### src/rtl/lockpick_pkg.sv
// lockpick_pkg: shared constants and types for the lockpick result framer.
// Status codes, default sync byte, frame overhead and framer state encoding.
package lockpick_pkg;

    localparam logic [1:0] ST_IDLE    = 2'b00;
    localparam logic [1:0] ST_ERROR   = 2'b01;
    localparam logic [1:0] ST_WIN     = 2'b10;
    localparam logic [1:0] ST_LOCKOUT = 2'b11;

    localparam logic [7:0] SYNC_BYTE_DEFAULT = 8'hA5;

    // sync + header + checksum around the payload
    localparam int FRAME_OVERHEAD = 3;

    typedef enum logic [2:0] {
        FR_IDLE,
        FR_CAPTURE,
        FR_SEND_SYNC,
        FR_SEND_HDR,
        FR_SEND_PAYLOAD,
        FR_SEND_CHK
    } framer_state_e;

    // Header: low nibble of the frame counter, two zero bits, game status.
    function automatic logic [7:0] make_header(
        input logic [3:0] count_lo,
        input logic [1:0] status
    );
        return {count_lo, 2'b00, status};
    endfunction

endpackage

### src/rtl/lockpick_chk_accum.sv
// lockpick_chk_accum: running frame checksum over header and payload bytes.
// XOR by default; CRC-8 (poly 0x07, init 0, MSB-first) with LOCKPICK_FRAMER_CRC_EN.
module lockpick_chk_accum
    import lockpick_pkg::*;
(
    input  logic       clk,
    input  logic       rst,
    input  logic       clear,
    input  logic       en,
    input  logic [7:0] data,
    output logic [7:0] chk
);

`ifdef LOCKPICK_FRAMER_CRC_EN
    function automatic logic [7:0] chk_step(
        input logic [7:0] acc,
        input logic [7:0] d
    );
        logic [7:0] c;
        c = acc ^ d;
        for (int i = 0; i < 8; i++) begin
            c = c[7] ? ((c << 1) ^ 8'h07) : (c << 1);
        end
        return c;
    endfunction
`else
    function automatic logic [7:0] chk_step(
        input logic [7:0] acc,
        input logic [7:0] d
    );
        return acc ^ d;
    endfunction
`endif

    // Accumulator: cleared at frame start, folds in one byte per enable.
    always_ff @(posedge clk) begin
        if (rst || clear) begin
            chk <= '0;
        end else if (en) begin
            chk <= chk_step(chk, data);
        end
    end

endmodule

### src/rtl/lockpick_result_framer.sv
// lockpick_result_framer: wraps the game core's result bytes into a framed stream.
// Frame: SYNC, header, payload, checksum; LOCKPICK_FRAMER_CRC_EN selects CRC-8 checksum.
module lockpick_result_framer
    import lockpick_pkg::*;
#(
    parameter int         PAYLOAD_BYTES = 16,
    parameter logic [7:0] SYNC_BYTE     = SYNC_BYTE_DEFAULT
)
(
    input  logic       clk,
    input  logic       rst,
    input  logic       in_valid,
    input  logic [7:0] in_data,
    input  logic [1:0] in_status,
    output logic       tx_valid,
    output logic [7:0] tx_data,
    input  logic       tx_ready,
    output logic       frame_busy,
    output logic       overflow,
    output logic [7:0] frame_count
);

    // PAYLOAD_BYTES is expected in 2..32; cnt must reach PAYLOAD_BYTES.
    localparam int CW = $clog2(PAYLOAD_BYTES + 1);
    localparam int IW = $clog2(PAYLOAD_BYTES);
    localparam logic [CW-1:0] LAST_IDX   = CW'(PAYLOAD_BYTES - 1);
    localparam logic [CW-1:0] ALL_LOADED = CW'(PAYLOAD_BYTES);

    framer_state_e state;
    logic [CW-1:0] cnt;
    logic [7:0]    payload [PAYLOAD_BYTES];
    logic [1:0]    status_q;

    logic          tx_fire;
    logic [IW-1:0] sel;
    logic [7:0]    sel_byte;
    logic [7:0]    hdr_byte;
    logic [7:0]    chk;
    logic          acc_clear;
    logic          acc_en;
    logic [7:0]    acc_byte;

    assign tx_fire  = tx_valid && tx_ready;
    assign sel      = (cnt < ALL_LOADED) ? cnt[IW-1:0] : '0;
    assign sel_byte = payload[sel];
    assign hdr_byte = make_header(frame_count[3:0], status_q);

    // Feed the checksum as each header/payload byte is loaded into tx_data,
    // so the sum is complete the moment the last payload byte leaves.
    always_comb begin
        acc_clear = 1'b0;
        acc_en    = 1'b0;
        acc_byte  = hdr_byte;
        unique case (state)
            FR_CAPTURE: begin
                acc_clear = in_valid && (cnt == LAST_IDX);
            end
            FR_SEND_SYNC: begin
                acc_en   = tx_fire;
                acc_byte = hdr_byte;
            end
            FR_SEND_HDR: begin
                acc_en   = tx_fire;
                acc_byte = payload[0];
            end
            FR_SEND_PAYLOAD: begin
                acc_en   = tx_fire && (cnt != ALL_LOADED);
                acc_byte = sel_byte;
            end
            default: begin
                acc_en = 1'b0;
            end
        endcase
    end

    lockpick_chk_accum u_chk (
        .clk   (clk),
        .rst   (rst),
        .clear (acc_clear),
        .en    (acc_en),
        .data  (acc_byte),
        .chk   (chk)
    );

    // Frame FSM: capture payload, then stream sync/header/payload/checksum.
    always_ff @(posedge clk) begin
        if (rst) begin
            state       <= FR_IDLE;
            cnt         <= '0;
            status_q    <= ST_IDLE;
            tx_valid    <= 1'b0;
            tx_data     <= '0;
            frame_busy  <= 1'b0;
            overflow    <= 1'b0;
            frame_count <= '0;
            for (int i = 0; i < PAYLOAD_BYTES; i++) begin
                payload[i] <= '0;
            end
        end else begin
            unique case (state)
                FR_IDLE: begin
                    if (in_valid) begin
                        payload[0] <= in_data;
                        cnt        <= CW'(1);
                        state      <= FR_CAPTURE;
                        frame_busy <= 1'b1;
                    end
                end
                FR_CAPTURE: begin
                    if (in_valid) begin
                        payload[cnt[IW-1:0]] <= in_data;
                        if (cnt == LAST_IDX) begin
                            status_q <= in_status;
                            state    <= FR_SEND_SYNC;
                            tx_valid <= 1'b1;
                            tx_data  <= SYNC_BYTE;
                        end else begin
                            cnt <= cnt + 1'b1;
                        end
                    end
                end
                FR_SEND_SYNC: begin
                    if (in_valid) begin
                        overflow <= 1'b1;
                    end
                    if (tx_fire) begin
                        tx_data <= hdr_byte;
                        state   <= FR_SEND_HDR;
                    end
                end
                FR_SEND_HDR: begin
                    if (in_valid) begin
                        overflow <= 1'b1;
                    end
                    if (tx_fire) begin
                        tx_data <= payload[0];
                        cnt     <= CW'(1);
                        state   <= FR_SEND_PAYLOAD;
                    end
                end
                FR_SEND_PAYLOAD: begin
                    if (in_valid) begin
                        overflow <= 1'b1;
                    end
                    if (tx_fire) begin
                        if (cnt == ALL_LOADED) begin
                            tx_data <= chk;
                            state   <= FR_SEND_CHK;
                        end else begin
                            tx_data <= sel_byte;
                            cnt     <= cnt + 1'b1;
                        end
                    end
                end
                FR_SEND_CHK: begin
                    if (tx_fire) begin
                        tx_valid    <= 1'b0;
                        frame_count <= frame_count + 1'b1;
                        // A byte arriving with the final transfer opens the next frame.
                        if (in_valid) begin
                            payload[0] <= in_data;
                            cnt        <= CW'(1);
                            state      <= FR_CAPTURE;
                        end else begin
                            cnt        <= '0;
                            state      <= FR_IDLE;
                            frame_busy <= 1'b0;
                        end
                    end else if (in_valid) begin
                        overflow <= 1'b1;
                    end
                end
                default: begin
                    state      <= FR_IDLE;
                    tx_valid   <= 1'b0;
                    frame_busy <= 1'b0;
                end
            endcase
        end
    end

endmodule

### config.mk
export PLATFORM = sky130hd
export DESIGN_NAME = lockpick_result_framer
export DESIGN_NICKNAME = d
export VERILOG_FILES = /design/src/rtl/lockpick_pkg.sv /design/src/rtl/lockpick_chk_accum.sv /design/src/rtl/lockpick_result_framer.sv
export SDC_FILE = /design/constraint.sdc
export NUM_CORES = 1
export LEC_CHECK = 0
export BUFFER_PORTS_ARGS = -buffer_cell sky130_fd_sc_hd__buf_2
export CAP_MARGIN = 0
export CORE_MARGIN = 3
export CORE_UTILIZATION = 40
export DETAILED_ROUTE_END_ITERATION = 8
export GPL_ROUTABILITY_DRIVEN = 0
export MAX_ROUTING_LAYER = met4
export SLEW_MARGIN = 20
export SYNTH_ARGS = -nofsm -noshare
export SYNTH_HDL_FRONTEND = slang
export SYNTH_SLANG_ARGS = --single-unit
### constraint.sdc
create_clock -name clk -period 2.6 [get_ports clk]
set_input_delay 0.26 -clock clk [delete_from_list [all_inputs] [get_ports clk]]
set_output_delay 0.26 -clock clk [all_outputs]
set_load 0.1 [all_outputs]
==> flow_summary.yaml <==
detailed_routing:
  routedWlPerCell_um: 20.5
  vias: 5916
  ant_nets: 0
  viasPerCell: 5.62
  route.detailed.drc: 0
  firstDrtPassIters: 6
  drt_iter0_markers: 507
  routed_wl_um: 21500
yosys:
  ys.flop_type: "edfxtp_1"
  syn_inst: 724
  avgSynthCellArea_sq_um: 11.6
  syn_nets: 744
  synth_edf_count: 128
  async_flop_share_pct: 0
  synth_fa_ha_area_share_pct: 0.896
  muxShareOfSynthArea_pct: 8.26
  synth_compound_area_share_pct: 11.9
  yosys_warnings: 0
  synth_xor_area_share_pct: 0.523
  ys_types: 72
  synth_top_family_by_area: "simple AND/OR/NAND/NOR gates"
  synthesis.area_sq_um: 8380
  ys_seq_elements: 165
  seq_area_frac_synth_pct: 54.7
  yosys.area_share.simple_pct: 20.4
worst_setup_path:
  end_kind: "flip-flop"
  path_max_fanout: 19
  critical_path_arrival_ns: 2.81
  crit_required_ns: 2.97
  worstSetupPathType: "reg2reg"
  startpoint_type: "flip-flop"
placement:
  dp_hpwl_um: 14800
  dpl_cell_area_sq_um: 8910
  port_buffers: 32
global_routing:
  gr-total-overflow: 0
  grt_pass1_vias: 5911
  antenna_found_initial: 0
  grt_pass1_wl_um: 33200
  grt_max_degree: 44
  track_usage_pct: 20.1
timing:
  fin_worst_skew_ns: 0.00829
  setup-tns-final_ns: 0
  drv_slew: 0
  min_period_ns: 2.45
  period_share_pct: 94.1
  hold_viol_final: 0
  finalSetupViolations: 0
  grt_setup_unrepaired: "false"
  fmax_mhz: 409
  slew_headroom_pct: 54.8
  worstMarginPinSlew_ns: 0.677
finish:
  diodes: 0
  final_area_sq_um: 9580
  finalNetCount: 789
  most-common-layout-cells: "and2_1, edfxtp_1, nand2_1"
  layout_commonest_cell: "and2_1"
  area_growth_pct: 14.3
  fillCellCount: 1843
  utilization_pct: 46.9
  drive_above_1_share_pct: 20.3
run_status:
  outcome: "complete, no violations"
cts:
  cts_made_buffers: 17
  cts_max_path_buffers: 2
  cts_sinks: 165
  clkTransAtPathRegs_ns: 0.06
  h-tree-depth: 4
  ctsRootBufferMaster: "clkbuf_16"
  clk_latency_ns: 0.43
  hold_buffers: 0
  cts_tree: "yes"
run:
  cap_violations: 0
floorplan:
  pin_count: 33
  dieArea_sq_um: 22700
  dieHeight_um: 151
  core_sq_um: 20400
  dieWidth_um: 151
  start_util_pct: 41.0
  num_rows: 52
power:
  p_leak_nw: 3.55
  ir_drop_uv: 554
  power_density_nw_per_um2: 631
min_path:
  hold_path_class: "in2reg"
==> area by class of cell <==
cell class | instances | area, sq um | share of cell area (%)
Inverter | 11 | 45.0 | 0.470
Clock inverter | 15 | 190 | 1.99
Multi-Input combinational cell | 506 | 3530 | 36.9
Tap cell | 270 | 338 | 3.53
Timing Repair Buffer | 68 | 455 | 4.76
Sequential cell | 165 | 4590 | 47.9
Clock buffer | 17 | 425 | 4.44
==> cell families (layout without fill, tap and decap cells) <==
kind of cell | count (synthesis) | count (layout)
simple gates | 303 | 303
flops | 165 | 165
compound gates | 142 | 142
buf+inv | 53 | 111
mux | 50 | 50
fa+ha+maj | 6 | 6
xor+xnor | 5 | 5
==> worst max-delay path: stages (launching register included) <==
cell	delay, ns
dfxtp_1	0.76
inv_1	0.24
nor2_1	0.34
buf_4	0.22
o21ai_1	0.22
nor4_1	0.39
a31oi_1	0.09
nand3_1	0.11
==> per-stage QoR <==
step                hold WS, ns  cells  setup WS [ns]  total power [mW]
finish                   0.0768   1052          0.152              6.04
global route             0.0671   1052         0.0350              6.23
CTS                      0.0621   1047        0.00852              6.07
detailed placement        0.460   1015         0.0327              3.42
global placement          0.446   1015          0.202              3.41
floorplan                 0.396    724         0.0204              3.27
==> power breakdown <==
| part | total, mW | switching [mW] | internal (mW) | leakage (nW) |
|---|---|---|---|---|
| Sequential | 2.95 | 0.0377 | 2.91 | 1.62 |
| Clock | 2.67 | 1.13 | 1.54 | 0.303 |
| Combinational | 0.424 | 0.261 | 0.163 | 1.63 |
==> final timing paths <==
kind                                    from      endpoint  slack (ns)  cells past startpoint
worst max-delay path                state[1]  u_chk.chk[3]        0.15                      7
worst min-delay path            in_status[0]   status_q[0]        0.08                      3
worst max register to register      state[1]  u_chk.chk[3]        0.15                      7
worst min register to register   status_q[1]   status_q[1]        0.48                      2
==> metal layers <==
| layer | GRT usage (%) | share of wire, % | vias up |
|---|---|---|---|
| met3 | 4.79 | 6.8 | 42 |
| met4 | 6.94 | 2.7 | 0 |
| li1 | - | - | 2761 |
| met1 | 26.2 | 44 | 2884 |
| met5 | - | 0 | - |
| met2 | 30.9 | 47 | 229 |
==> synthesized netlist by cell type (all sizes together) (10+ instances only) <==
library cell	n	area (sq um)
a21oi	32	160
and2	129	807
and3	10	62.6
buf	26	169
clkbuf	16	61.3
dfxtp	37	741
edfxtp	128	3840
inv	10	37.5
mux2	13	146
mux2i	23	230
mux4	14	315
nand2	44	165
nand2b	12	77.6
nand3	12	60.1
nor2	40	169
nor3	18	115
o21ai	33	169
==> registers in the layout (all words and copies together), names as in the netlist <==
register / flops
payload: 128
frame_count: 8
tx_data: 8
u_chk.chk: 8
cnt: 5
state: 3
status_q: 2
frame_busy: 1
overflow: 1
tx_valid: 1
==> what timing repair did <==
action,CTS,global route
gates resized for setup,0,4
endpoints found under the setup margin,0,12
buffers inserted,0,5
Note: power is estimated with default switching activity, not from simulation.
